## src/rtl/uart_bus_loader.sv

```systemverilog
// uart_bus_loader
//   Receives a length-prefixed word stream over a UART (8N1, LSB first) and
//   writes it to a word-addressed bus starting at BASE.
//   Stream format: N as 4 bytes little-endian, then N words of 4 bytes each,
//   also little-endian.
//
// Parameters
//   WIDTH   bus data/address width
//   DEPTH   largest accepted word count N
//   CLKRATE clk frequency in Hz
//   BAUD    UART bit rate (CPB = CLKRATE/BAUD clocks per bit)
//   BASE    bus address of the first word written
//
// Ports
//   clk        clock, all state on its rising edge
//   nrst       asynchronous active-low reset
//   rx         UART serial input (asynchronous, idle high)
//   start      one-cycle pulse arming a load (ignored while busy)
//   enw        bus write enable, one cycle per word
//   address    bus word address (0 outside WRITE/VERIFY)
//   wdata      bus write data (0 outside WRITE/VERIFY)
//   rdata      bus read data, valid one cycle after address with enw=0
//   busy       load in progress
//   done       last load completed, held until next accepted start
//   error      sticky fault flag, cleared by accepted start
//   word_count words written in the current/last load
//
// Build option
//   LOADER_READBACK_EN : read every written word back and compare it;
//                        a mismatch aborts the load with error set.

module uart_bus_loader #(
    parameter int unsigned       WIDTH   = 32,
    parameter int unsigned       DEPTH   = 100_000,
    parameter int unsigned       CLKRATE = 25000000,
    parameter int unsigned       BAUD    = 115200,
    parameter logic [WIDTH-1:0]  BASE    = '0
) (
    input  logic             clk,
    input  logic             nrst,
    input  logic             rx,
    input  logic             start,
    output logic             enw,
    output logic [WIDTH-1:0] address,
    output logic [WIDTH-1:0] wdata,
    input  logic [WIDTH-1:0] rdata,
    output logic             busy,
    output logic             done,
    output logic             error,
    output logic [WIDTH-1:0] word_count
);

    localparam int unsigned CPB  = CLKRATE / BAUD;
    localparam int unsigned HALF = CPB / 2;
    localparam int unsigned CW   = $clog2(CPB + 1);

    // ------------------------------------------------------------------
    // Receiver
    // ------------------------------------------------------------------
    typedef enum logic [1:0] {
        RX_IDLE,
        RX_START,
        RX_BITS,
        RX_STOP
    } rx_state_t;

    rx_state_t       rx_state, rx_state_n;
    logic            rx_meta, rx_sync, rx_prev;
    logic [CW-1:0]   rx_cnt;
    logic [2:0]      rx_nbit;
    logic [7:0]      rx_shift;
    logic            tick_half, tick_full;
    logic            byte_valid, frame_err;

    always_ff @(posedge clk or negedge nrst) begin
        if (!nrst) begin
            rx_meta <= 1'b1;
            rx_sync <= 1'b1;
            rx_prev <= 1'b1;
        end else begin
            rx_meta <= rx;
            rx_sync <= rx_meta;
            rx_prev <= rx_sync;
        end
    end

    always_comb begin
        rx_state_n = rx_state;
        tick_half  = (rx_cnt == CW'(HALF - 1));
        tick_full  = (rx_cnt == CW'(CPB - 1));
        case (rx_state)
            RX_IDLE:  if (rx_prev && !rx_sync) rx_state_n = RX_START;
            // Line back high at mid start bit: a glitch, not a byte.
            RX_START: if (tick_half) rx_state_n = rx_sync ? RX_IDLE : RX_BITS;
            RX_BITS:  if (tick_full && rx_nbit == 3'd7) rx_state_n = RX_STOP;
            RX_STOP:  if (tick_full) rx_state_n = RX_IDLE;
            default:  rx_state_n = RX_IDLE;
        endcase
    end

    always_ff @(posedge clk or negedge nrst) begin
        if (!nrst) begin
            rx_state   <= RX_IDLE;
            rx_cnt     <= '0;
            rx_nbit    <= '0;
            rx_shift   <= '0;
            byte_valid <= 1'b0;
            frame_err  <= 1'b0;
        end else begin
            rx_state <= rx_state_n;
            // Counter restarts at each state change and at every bit boundary.
            if (rx_state == RX_IDLE || rx_state_n != rx_state || tick_full)
                rx_cnt <= '0;
            else
                rx_cnt <= rx_cnt + CW'(1);
            if (rx_state == RX_IDLE)
                rx_nbit <= '0;
            else if (rx_state == RX_BITS && tick_full) begin
                rx_shift <= {rx_sync, rx_shift[7:1]};
                rx_nbit  <= rx_nbit + 3'd1;
            end
            byte_valid <= (rx_state == RX_STOP) && tick_full && rx_sync;
            frame_err  <= (rx_state == RX_STOP) && tick_full && !rx_sync;
        end
    end

    // ------------------------------------------------------------------
    // Load controller
    // ------------------------------------------------------------------
    typedef enum logic [2:0] {
        S_IDLE,
        S_LEN,
        S_DATA,
        S_WRITE,
`ifdef LOADER_READBACK_EN
        S_VERIFY,
`endif
        S_DONE
    } state_t;

    state_t           state, state_n;
    logic [1:0]       bcnt;
    logic [31:0]      asm_q, asm_next;
    logic [WIDTH-1:0] len, word, wc_next;
    logic             byte_last, accept, fin_ok, fin_err;

    assign asm_next  = {rx_shift, asm_q[31:8]};
    assign byte_last = byte_valid && (bcnt == 2'd3);
    assign wc_next   = word_count + WIDTH'(1);

`ifdef LOADER_READBACK_EN
    logic vcnt;
`else
    logic rdata_unused;
    assign rdata_unused = ^rdata;
`endif

    always_comb begin
        state_n = state;
        accept  = 1'b0;
        fin_ok  = 1'b0;
        fin_err = 1'b0;
        case (state)
            // DONE lasts one cycle and behaves as IDLE so a start is taken.
            S_IDLE, S_DONE: begin
                state_n = S_IDLE;
                if (start) begin
                    state_n = S_LEN;
                    accept  = 1'b1;
                end
            end
            S_LEN: begin
                if (frame_err) begin
                    state_n = S_IDLE;
                    fin_err = 1'b1;
                end else if (byte_last) begin
                    if (asm_next == '0) begin
                        state_n = S_DONE;
                        fin_ok  = 1'b1;
                    end else if (asm_next > DEPTH) begin
                        state_n = S_IDLE;
                        fin_err = 1'b1;
                    end else begin
                        state_n = S_DATA;
                    end
                end
            end
            S_DATA: begin
                if (frame_err) begin
                    state_n = S_IDLE;
                    fin_err = 1'b1;
                end else if (byte_last) begin
                    state_n = S_WRITE;
                end
            end
            S_WRITE: begin
`ifdef LOADER_READBACK_EN
                state_n = S_VERIFY;
`else
                if (wc_next == len) begin
                    state_n = S_DONE;
                    fin_ok  = 1'b1;
                end else begin
                    state_n = S_DATA;
                end
`endif
            end
`ifdef LOADER_READBACK_EN
            S_VERIFY: begin
                // word_count already counts the word under test.
                if (vcnt) begin
                    if (rdata != word) begin
                        state_n = S_IDLE;
                        fin_err = 1'b1;
                    end else if (word_count == len) begin
                        state_n = S_DONE;
                        fin_ok  = 1'b1;
                    end else begin
                        state_n = S_DATA;
                    end
                end
            end
`endif
            default: state_n = S_IDLE;
        endcase
    end

    always_comb begin
        enw     = 1'b0;
        address = '0;
        wdata   = '0;
        if (state == S_WRITE) begin
            enw     = 1'b1;
            address = BASE + word_count;
            wdata   = word;
        end
`ifdef LOADER_READBACK_EN
        if (state == S_VERIFY)
            address = BASE + word_count - WIDTH'(1);
`endif
    end

    always_ff @(posedge clk or negedge nrst) begin
        if (!nrst) begin
            state      <= S_IDLE;
            bcnt       <= '0;
            asm_q      <= '0;
            len        <= '0;
            word       <= '0;
            busy       <= 1'b0;
            done       <= 1'b0;
            error      <= 1'b0;
            word_count <= '0;
`ifdef LOADER_READBACK_EN
            vcnt       <= 1'b0;
`endif
        end else begin
            state <= state_n;
            if (accept) begin
                busy       <= 1'b1;
                done       <= 1'b0;
                error      <= 1'b0;
                word_count <= '0;
                bcnt       <= '0;
            end else begin
                if (fin_ok) begin
                    busy <= 1'b0;
                    done <= 1'b1;
                end
                if (fin_err) begin
                    busy  <= 1'b0;
                    error <= 1'b1;
                end
                if (state == S_WRITE)
                    word_count <= wc_next;
                if ((state == S_LEN || state == S_DATA) && byte_valid) begin
                    bcnt  <= bcnt + 2'd1;
                    asm_q <= asm_next;
                end
            end
            if (state == S_LEN && byte_last)
                len <= WIDTH'(asm_next);
            if (state == S_DATA && byte_last)
                word <= WIDTH'(asm_next);
`ifdef LOADER_READBACK_EN
            vcnt <= (state == S_VERIFY);
`endif
        end
    end

endmodule
```

## config.mk

```make
export PLATFORM = sky130hd
export DESIGN_NAME = uart_bus_loader
export DESIGN_NICKNAME = d
export VERILOG_FILES = /design/src/rtl/uart_bus_loader.sv
export SDC_FILE = /design/constraint.sdc
export NUM_CORES = 1
export LEC_CHECK = 0
export CAP_MARGIN = 15
export CORE_MARGIN = 5
export CORE_UTILIZATION = 40
export CTS_BUF_LIST = sky130_fd_sc_hd__clkbuf_16
export DETAILED_ROUTE_END_ITERATION = 16
export GPL_TIMING_DRIVEN = 0
export PLACE_DENSITY = 0.68
export SYNTH_ARGS = -nofsm -noshare
export SYNTH_HDL_FRONTEND = slang
export SYNTH_SLANG_ARGS = --single-unit
export TNS_END_PERCENT = 50
```

## constraint.sdc

```tcl
create_clock -name clk -period 6.6 [get_ports clk]
set_input_delay 1.32 -clock clk [delete_from_list [all_inputs] [get_ports clk]]
set_output_delay 1.32 -clock clk [all_outputs]
set_load 0.005 [all_outputs]
```

=== Word level (Yosys, flattened, before mapping) ===
Index checks and enable logic that the tools add are counted.

* Register bits after elaboration: 162
* Bits in latches: 0
* Memory bits (writable): 0
* Memory bits (read-only): 0
* Output and inout port bits: 100
* Memories: 0

* Add/sub/neg operators: 4
* Multiply operators: 0
* Div/mod/pow operators: 0
* $lt $le $gt $ge: 1
* Equality and inequality tests: 15
* Shift operators: 0
* Multiplexer cells: 45
* Bitwise logic cells: 2
* Reduce and logical (&&, ||, !) cells: 27

{| class="wikitable"
|+ Operators with widths
! operator !! number
|-
| 2-to-1 mux 32 bit || 4
|-
| adder 32 x 1 -> 32 bit (second input constant) || 1
|-
| equality test 32 bit || 1
|-
| greater-than comparator 32 x 17 -> 1 bit (second input constant) || 1
|-
| logical NOT 32 bit || 1
|-
| 2-to-1 mux 3 bit || 8
|-
| 2-to-1 mux 1 bit || 20
|-
| 2-to-1 mux 2 bit || 8
|-
| one-hot mux 3 bit (4 select lines) || 1
|-
| logical AND 1 bit || 10
|-
| nonzero test 2 bit || 5
|-
| adder 8 x 1 -> 8 bit (second input constant) || 1
|-
| equality test 8 x 7 -> 1 bit (second input constant) || 1
|-
| equality test 8 bit (second input constant) || 1
|-
| 2-to-1 mux 8 bit || 1
|-
| one-hot mux 2 bit (4 select lines) || 1
|-
| equality test 2 bit (second input constant) || 3
|-
| equality test 3 x 2 -> 1 bit (second input constant) || 2
|-
| equality test 3 bit (second input constant) || 2
|-
| != test 3 bit (second input constant) || 2
|-
| AND reduction 2 bit || 3
|-
| one-hot mux 1 bit (2 select lines) || 2
|-
| adder 3 x 1 -> 3 bit (second input constant) || 1
|-
| equality test 3 x 1 -> 1 bit (second input constant) || 1
|-
| other kinds (10) || 13
|}

=== Longest topological paths before layout ===
* Depth after elaboration: 8
* Gate-level depth with buffers: 11

=== Worst setup path after synthesis ===
No wires, ideal clock.

* Path kind: register to output
* Start point: register state[0]
* End point: output port address[24]
* Arrival time: 1.506 ns
* Required time: 5.280 ns
* Setup slack: 3.774 ns
* Cell stages (with the launch flop): 7
* Cell sequence: dfrtp_1 > clkbuf_1 > nand3b_1 > inv_1 > clkbuf_1 > clkbuf_1 > and2_1

* Longest elaborated chain between the ends: 2

{| class="wikitable"
|+ Ends and longest elaborated chain
! element !! line !! RTL
|-
| start: declaration || 141 || <nowiki>state_t state, state_n;</nowiki>
|-
| start signal: assignment || 258 || <nowiki>state <= state_n;</nowiki>
|-
| equality test 3 x 2 -> 1 bit || 232 || <nowiki>if (state == S_WRITE) begin</nowiki>
|-
| 2-to-1 mux 32 bit || 232 ||
|-
| end: declaration || 44 || <nowiki>output logic [WIDTH-1:0] address,</nowiki>
|}

Every way passes these cells.

=== Worst setup path after layout ===
Same ends and word-level chain as after synthesis.

==> results.toml <==
[run_status]
run_status = "finished, final reports clean"

[setup_path]
cp_num_buf_inv = 5
crit_path_cell_trace = "clkbuf_1 -> nand3b_1 -> inv_1 -> clkbuf_1 -> clkbuf_1 -> and2_1 -> clkdlybuf4s50_1"
cpMaxStageDelayCell = "sky130_fd_sc_hd__clkbuf_1"
path_max_fanout = 10
critPathArrivalTime_ns = 3.14
setup.worst_path.start_class = "flip-flop"
timing.critical_path.max_delay_family = "buffers and inverters"
path_class = "flip-flop to output port"
critical-path-max-stage-delay_ns = 0.58
cpMostUsedCell = "sky130_fd_sc_hd__clkbuf_1"
crit_path_end_kind = "output port"
rrSetupSlack_ns = 3.02
worst-endpoint-required_ns = 5.28

[grt]
first_global_vias = 5884
first_pass_grt_wire_length_um = 32800
grt_max_degree = 82
gr-usage-all-layers = 0.185
number_of_antenna_violations_at_the_first_check_in_global_routing = 0
grt_overflow = 0

[floorplan]
overall_die_height_um = 151
design.die.area_um2 = 22900
design.portCount = 136
floorplan.die.width_um = 151
placeableCoreArea_um2 = 19500
rows = 51
start_util = 0.409

[final_layout]
area_growth_syn_to_layout_pct = 24.6
fin_nets = 913
multi_input_area_um2 = 3860
layout.area.seq_um2 = 3860
diodes = 0
finish.instance_area_um2 = 9940
post_route_cells_drive_above_1_share = 0.180
fill_cells = 1806

[clocking]
clock_latency_ns = 0.43
cts_post_setup_buffers_inserted = 0
max-clock-path-buffers = 2
cts_tree = "built"
clock_tree.htree_level_count = 4
ctsResizeCount = 0
clock-sinks = 154
tritoncts.num_buffers = 17
clock-root-buffer = "sky130_fd_sc_hd__clkbuf_16"
worst_setup_hold_path_clk_slew_ns = 0.06
hold_buffers = 0

[timing]
count_of_final_setup_violators = 0
maxClockFrequency_ghz = 0.224
final_min_period_over_clock_period = 0.675
totalNegativeSetupSlack_ns = 0
final-hold-violation-count = 0
timing_max_transition_violations_final = 0
finClkSkew_ns = 0.0126
relSlewSlack = 0.477
tightestPinTransition_ns = 0.785
setup_repair_after_global_routing_missed_its_margin = "no"
finalWorstPathRequiredPeriod_ns = 4.46

[logic_synthesis]
synth_edf_count = 0
synthDistinctLibCells = 58
synth_warnings = 0
top_cells_by_instance_count_after_synthesis = "151 x sky130_fd_sc_hd__dfrtp_1, 100 x sky130_fd_sc_hd__mux2_2, 65 x sky130_fd_sc_hd__and2_1"
synth.area.top_cells = "sky130_fd_sc_hd__dfrtp_1 47%, sky130_fd_sc_hd__mux2_2 14%, sky130_fd_sc_hd__and2_1 5.1%"
cell_with_the_most_instances_after_synthesis = "sky130_fd_sc_hd__dfrtp_1"
yosysSeqAreaShare = 0.483
synth_async_sr_flop_share = 1.00
synth.net_count = 788
mappedNetlistArea_um2 = 7980
post-synth-top-area-fraction = 0.474
dominantRegCellSynth = "sky130_fd_sc_hd__dfrtp_1"
synth_area_leader_cell = "sky130_fd_sc_hd__dfrtp_1"
synth_cells = 746
syn_avg_cell_area_um2 = 10.7
synth_seq_cells = 154

[pwr]
max-vdd-ir-drop_uv = 190
p_clk_frac = 0.458
cellInternalPower_w = 0.00147
power_per_cell_area_nw_per_um2 = 194
comb_power_share = 0.035
sw_pwr_w = 0.000460
finalPower_w = 0.00193
share_of_power_burned_in_registers = 0.508
leakage_nw = 4.35
sw_frac_of_total = 0.239

[flow_run]
cap_viol_max_count = 0

[worst_hold_path]
worstHoldPathType = "flip-flop to flip-flop"

[drt]
detailedRoute.firstIterationViolations = 394
wire_length_per_cell_um = 17.8
avg_vias_per_cell = 5.40
finalWirelength_um = 20500
number_of_antenna_violating_nets_in_the_routed_design = 0
firstDrtPassIters = 5
drcViolationCount = 0
num_vias = 6202

[placed_design]
io_buffers = 103
detailed_place_hpwl_um = 14700
detailed_place.area_um2 = 9410
gp_congestion = 0.878
-- metal layers --
metal | wire (um) | part of all wire | track usage | vias to the layer above
li1 | - | - | - | 2907
met1 | 9450 | 0.46 | 0.267 | 3028
met2 | 9180 | 0.45 | 0.275 | 230
met3 | 1410 | 0.069 | 0.0377 | 37
met4 | 457 | 0.022 | 0.0657 | 0
met5 | 0 | 0 | 0 | -
-- stage by stage --
stage          hold WS [ns]  std cells  setup slack (ns)   util
6_report              0.356       1149              2.14  0.509
5_1_grt               0.360       1149              1.87  0.509
4_1_cts               0.356       1149              2.06  0.509
3_5_place_dp          0.347       1117              2.53  0.482
3_3_place_gp          0.347       1114             -2.13  0.478
2_1_floorplan         0.345        746              3.77      -
-- final timing paths --
kind / endpoint / from / depth (start not counted)
worst max-delay path: address[24] / state[0] / 7
worst min-delay path: rx_sync / rx_meta / 0
worst max register to register: busy / word_count[0] / 11
worst min register to register: rx_sync / rx_meta / 0
max in group asynchronous: rx_prev / nrst / 3
min in group asynchronous: word_count[11] / nrst / 1
-- sequential cells by signal, indices dropped and copies added, names as in the netlist, 2 cells and up --
name        count
asm_q          24
bcnt            2
len            32
rx_cnt          8
rx_nbit         3
rx_shift        8
rx_state        2
state           3
word           32
word_count     32
-- cell type report --
type	instances	share of cell area
multi-input cells	532	0.389
flip-flops and latches	154	0.388
repair buffers	106	0.111
clock buffers	17	0.0428
well taps	265	0.0334
plain buffers	49	0.0218
clock inverters	15	0.0104
inverters	11	0.00415
-- power by group through the flow --
stage	clock, W	sequential (W)	combinational, W
floorplan	0	0.000991	0.0000374
global placement	0	0.000995	0.0000641
detailed placement	0	0.000994	0.0000694
CTS	0.000895	0.000977	0.0000692
global route	0.000940	0.000980	0.0000794
finish	0.000882	0.000977	0.0000666
-- cells by family (layout without fill, tap and decap cells) --
kind of cell,after synthesis,in the layout,synth area share
AO/OA/AOI/OAI,110,110,0.0870
XOR/XNOR,53,53,0.0582
AND/OR/NAND/NOR,258,258,0.182
adder cells (fa/ha/maj),6,6,0.00941
buffers and inverters,60,198,0.0323
multiplexers,105,105,0.148
flip-flops,154,154,0.483
-- cells in the final DEF, fill, tap and decap left out, drive strengths merged, types with 4 or more instances in the layout --
cell           count
dfrtp            151
clkdlybuf4s50    102
mux2             101
and2              65
clkbuf            54
nor2              48
o21ai             44
nand2             39
xnor2             34
nand3             20
nand4             20
xor2              19
a21oi             17
o31ai             15
inv               15
buf               15
nor3              14
nor4              14
and4               9
clkinv             8
a31oi              6
a22o               6
nand3b             6
ha                 6
and3               4
mux2i              4
o21a               4
nand2b             4
No activity file was read; power rests on OpenSTA's default activity.
==> RTL change 1, RTL diff (same settings) <==
The 5 states of `state_t` get a one-hot encoding in 5 bits.
--- a/src/rtl/uart_bus_loader.sv
+++ b/src/rtl/uart_bus_loader.sv
@@ -128,13 +128,13 @@
     // Load controller
     // ------------------------------------------------------------------
-    typedef enum logic [2:0] {
-        S_IDLE,
-        S_LEN,
-        S_DATA,
-        S_WRITE,
+    typedef enum logic [4:0] {
+        S_IDLE  = 5'b00001,
+        S_LEN   = 5'b00010,
+        S_DATA  = 5'b00100,
+        S_WRITE = 5'b01000,
 `ifdef LOADER_READBACK_EN
         S_VERIFY,
 `endif
-        S_DONE
+        S_DONE  = 5'b10000
     } state_t;
 
Check against the original RTL: same outputs for any inputs over 10 cycles, from zero or initial values and one cycle with nrst low; not proved beyond that.
==> RTL change 1 against the unedited design <==
Synthesized area increased by 3.9%; count of clock-buffer cells in the layout unchanged; power increased by 7.5%; sequential power rose by 1%; critical endpoint is now wdata[31]; die area rose by 3.6%; worst hold slack improved by 1.5 ps; global-route usage down 0.21 points; routed wire length is 5.8% higher; setup slack worse by 490 ps; via count up 6.4%; sequential cell count grew 2; design area up 3.6%; largest cell class unchanged; largest power group is now clock; sequential share of layout area shrank 0.84 points.
==> RTL change 1: results (changes against the unedited design) <==
** Yosys
- Synth Area in Compound Gates :: 9.768% (was 8.702%)
- The average instance area after synthesis is 10.46 um^2 (was 10.70 um^2).
- Distinct cell type count after synthesis :: 64 (was 58)
- Post-synthesis sequential element count :: 156 (was 154)
- Most frequent cells after synthesis :: sky130_fd_sc_hd__dfrtp_1 (152), sky130_fd_sc_hd__mux2_2 (98), sky130_fd_sc_hd__and2_1 (72) (was sky130_fd_sc_hd__dfrtp_1 (151), sky130_fd_sc_hd__mux2_2 (100), sky130_fd_sc_hd__and2_1 (65))
- Adder and majority gate portion of the synthesized area :: 0.9058% (was 0.9407%)

** Setup path
- The depth of the worst register-to-register path is 9 (was 11).
- The launch point of the worst path is state[1]$_DFFE_PN0P_ (was state[0]$_DFFE_PN0P_).
- End of the worst register-to-register path :: state[2]$_DFFE_PN0P_ (was busy$_DFFE_PN0P_)

** Routing
- Met1 wire length :: 10.08 mm (was 9.452 mm)
- The routed length on met2 was 9.649 mm (was 9.176 mm).
- Met3 wire length :: 1.439 mm (was 1.407 mm)
- Drt wl/cell :: 18.12 um (was 17.84 um)

** Pwr
- Top Consumer :: clock (was registers)
- The maximum vdd drop is 178.3 uV (was 190.0 uV).
- Net switching power figure :: 471.9 uW (was 459.8 uW)
- The leakage power summed over all cells is 0.004581 uW (was 0.004347 uW).
- Internal power :: 1598 uW (was 1466 uW)
- The register share of total power is 47.8% (was 50.8%).

** Floorplanning
- The number of rows in the core area came to 52 (was 51).

** STA
- The final worst hold slack is 357.0 ps (was 355.5 ps).
- Ratio of final minimum period to clock period :: 74.89% (was 67.50%)

** GRT
- Via count of the first global-routing pass :: 6,375 (was 5,884)
- Global-route wire length before repair :: 34.66 mm (was 32.75 mm)
- The global-route met3 utilization is 4.300% (was 3.770%).

** Cells and area
- The register share of the cell area was 37.97% (was 38.81%).
- The portion of the layout cell area used by non-clock buffers came to 12.59% (was 13.23%).
- Number of combinational gates with multiple inputs :: 573 (was 532)
- Fill cell total of the finished layout :: 1,876 (was 1,806)
- The clock-cell share of area is 5.907% (was 5.325%).
- Non-filler cells in the finished layout :: 1,197 (was 1,149)
- Net count reported at finish :: 957 (was 913)

** Outcome
- Status :: completed (unchanged)
-- RTL change 1: changes by cell type after synthesis, moves of 3 or more --
cell | unedited run | this run
sky130_fd_sc_hd__or4_1 | 1 | 6
sky130_fd_sc_hd__buf_2 | 5 | 13
sky130_fd_sc_hd__clkbuf_1 | 37 | 31
sky130_fd_sc_hd__nand2_1 | 39 | 48
sky130_fd_sc_hd__o41ai_1 | 3 | 6
sky130_fd_sc_hd__xor2_1 | 19 | 14
sky130_fd_sc_hd__nor2_1 | 48 | 51
sky130_fd_sc_hd__and4_1 | 7 | 2
sky130_fd_sc_hd__nand4_1 | 19 | 24
sky130_fd_sc_hd__and2_1 | 65 | 72
sky130_fd_sc_hd__a21oi_1 | 17 | 26
sky130_fd_sc_hd__xnor2_1 | 34 | 38
sky130_fd_sc_hd__nor3b_1 | 2 | 5
==> RTL change 2, RTL diff (config.mk and constraints unchanged) <==
Without the edit above. Set the parameter `DEPTH` to 50_000 (it was 100_000).
--- a/src/rtl/uart_bus_loader.sv
+++ b/src/rtl/uart_bus_loader.sv
@@ -32,5 +32,5 @@
 module uart_bus_loader #(
     parameter int unsigned       WIDTH   = 32,
-    parameter int unsigned       DEPTH   = 100_000,
+    parameter int unsigned       DEPTH   = 50_000,
     parameter int unsigned       CLKRATE = 25000000,
     parameter int unsigned       BAUD    = 115200,
Formal check against the unedited RTL: no difference found for any inputs over 10 cycles, from zero or initial values and one cycle with nrst low; that may be too few to reach the edited logic, so the function may still have changed.
==> RTL change 2 against the unedited design <==
Routed wire length grew 1.4%; synthesized area grew 0.96%; clock power grew 8.8%; first-iteration DRC count is 7.1% higher; sequential share of layout area is 0.40 points lower; power increased by 4.2%; sequential cell count unchanged; global-route usage down 0.19 points; design area up 1.0%; setup slack worse by 160 ps.
==> RTL change 2: results (changes against the unedited design) <==
** STA
- Worst clock skew :: 7.611 ps (was 12.63 ps)
- The worst relative slew slack came to 41.72% (was 47.68%).

** Cells and area
- Fill cell total of the finished layout :: 1,859 (was 1,806)
- The net count reported at finish was 917 (was 913).
- Share of post-route cells with drive strength above 1 :: 19.14% (was 17.99%)
- Non-filler cells in the finished layout :: 1,158 (was 1,149)

** GRT
- The met1 demand-to-capacity share in global routing was 24.18% (was 26.66%).
- Fraction of met3 tracks used by global routing :: 4.209% (was 3.770%)
- Via count of the first global-routing pass :: 6,105 (was 5,884)
- The global-route met2 utilization was 29.76% (was 27.52%).
- Pin count of the biggest net entering global routing :: 102 (was 82)
- Global-route wire length before repair :: 34.41 mm (was 32.75 mm)
- The total routing resource utilization after global routing came to 18.28% (was 18.46%).

** Worst hold path
- Origin of the worst min-delay path :: rx_meta$_DFF_PN1_ (unchanged)

** Yosys
- Largest cells by area after synthesis :: sky130_fd_sc_hd__dfrtp_1 (47%), sky130_fd_sc_hd__mux2_2 (14%), sky130_fd_sc_hd__and2_1 (5.0%) (was sky130_fd_sc_hd__dfrtp_1 (47%), sky130_fd_sc_hd__mux2_2 (14%), sky130_fd_sc_hd__and2_1 (5.1%))
- Most frequent cells after synthesis :: sky130_fd_sc_hd__dfrtp_1 (151), sky130_fd_sc_hd__mux2_2 (97), sky130_fd_sc_hd__and2_1 (64) (was sky130_fd_sc_hd__dfrtp_1 (151), sky130_fd_sc_hd__mux2_2 (100), sky130_fd_sc_hd__and2_1 (65))
- The average instance area after synthesis came to 10.73 um^2 (was 10.70 um^2).
- Sequential-to-total area share from yosys stat :: 47.88% (was 48.34%)
- The count of different cell masters after synthesis is 68 (was 58).
- The net count after synthesis came to 793 (was 788).

** Outcome
- Status :: completed (unchanged)

** Setup path
- Critical Path Start :: state[2]$_DFFE_PN0P_ (was state[0]$_DFFE_PN0P_)
- Arrival time of the worst setup path :: 3290 ps (was 3140 ps)

** Placement
- Setup WS pre-CTS :: 2403 ps (was 2526 ps)
- Detail Placement HPWL :: 14.99 mm (was 14.70 mm)
- Cell area reported after detailed placement :: 0.009465 mm^2 (was 0.009410 mm^2)
- Cell total after placement :: 1,126 (was 1,117)

** Routing
- Drt first pass iters :: 6 (was 5)
- The wire length after detailed routing is 20.79 mm (was 20.49 mm).
- The detailed router's first-iteration violation count is 422 (was 394).

** Pwr
- Leakage power total :: 0.004448 uW (was 0.004347 uW)
- Max VDD drop :: 207.7 uV (was 190.0 uV)

** Clocking
- Cell chosen for the clock root :: sky130_fd_sc_hd__clkbuf_16 (unchanged)
[RTL change 2: layout make-up]
class | instances | area (um^2) | area share (%)
Sequential cell | 154 | 3857 | 38.41
Inverter | 14 | 52.55 | 0.5233
Clock buffer | 17 | 425.4 | 4.236
Buffer | 47 | 231.5 | 2.305
Timing Repair Buffer | 105 | 1071 | 10.67
Multi-Input combinational cell | 536 | 3915 | 38.99
Clock inverter | 15 | 151.4 | 1.508
Tap cell | 270 | 337.8 | 3.364
[RTL change 2: critical path, cell delays in order (launching register included)]
cell                              delay, ps
sky130_fd_sc_hd__dfrtp_1                430
sky130_fd_sc_hd__nand3b_1               320
sky130_fd_sc_hd__inv_1                  170
sky130_fd_sc_hd__clkbuf_1               640
sky130_fd_sc_hd__clkbuf_1               560
sky130_fd_sc_hd__and2_1                 220
sky130_fd_sc_hd__clkdlybuf4s50_1        500
[RTL change 2: logic make-up (layout without fill, tap and decap cells)]
kind of cell / Yosys count / count (layout) / share of synthesized area [%]
flops: 154 / 154 / 47.88
xor+xnor: 49 / 49 / 5.327
mux: 99 / 99 / 13.81
compound gates: 119 / 119 / 9.381
fa+ha+maj: 6 / 6 / 0.9318
buf+inv: 61 / 198 / 3.525
simple gates: 263 / 263 / 19.15
[RTL change 2: stage by stage]
stage | power [uW] | TNS, ps | utilization [%] | hold slack [ps]
floorplan | 1030 | 0 | - | 345.2
detailed placement | 1066 | 0 | 47.23 | 350.5
global placement | 1061 | -306890 | 47.03 | 346.2
global route | 2078 | 0 | 50.11 | 369.6
CTS | 2026 | 0 | 50.11 | 359.0
finish | 2006 | 0 | 50.11 | 358.2
[RTL change 2: metal layers]
metal	vias to the layer above	routed length [um]	part of all wire, %
li1	2931	-	-
met1	3060	9374	45
met2	183	9904	48
met3	32	1094	5.3
met4	0	413	2.0
met5	-	0	0
[RTL change 2: path summary, 6_finish.rpt]
check,endpoint,slack (ps),depth (start not counted)
max in group asynchronous,word_count[9]$_DFFE_PN0P_,4920,2
max,address[31],1990,6
max reg2reg,busy$_DFFE_PN0P_,3240,9
min,rx_sync$_DFF_PN1_,360,0
min reg2reg,rx_sync$_DFF_PN1_,360,0
min in group asynchronous,rx_nbit[0]$_DFFE_PN0P_,830,1
[RTL change 2: power by group]
| group | leakage [uW] | switching [uW] | internal, uW |
|---|---|---|---|
| clock | 0.000276 | 405 | 555 |
| sequential | 0.00195 | 19.6 | 961 |
| combinational | 0.00222 | 41.8 | 23.7 |
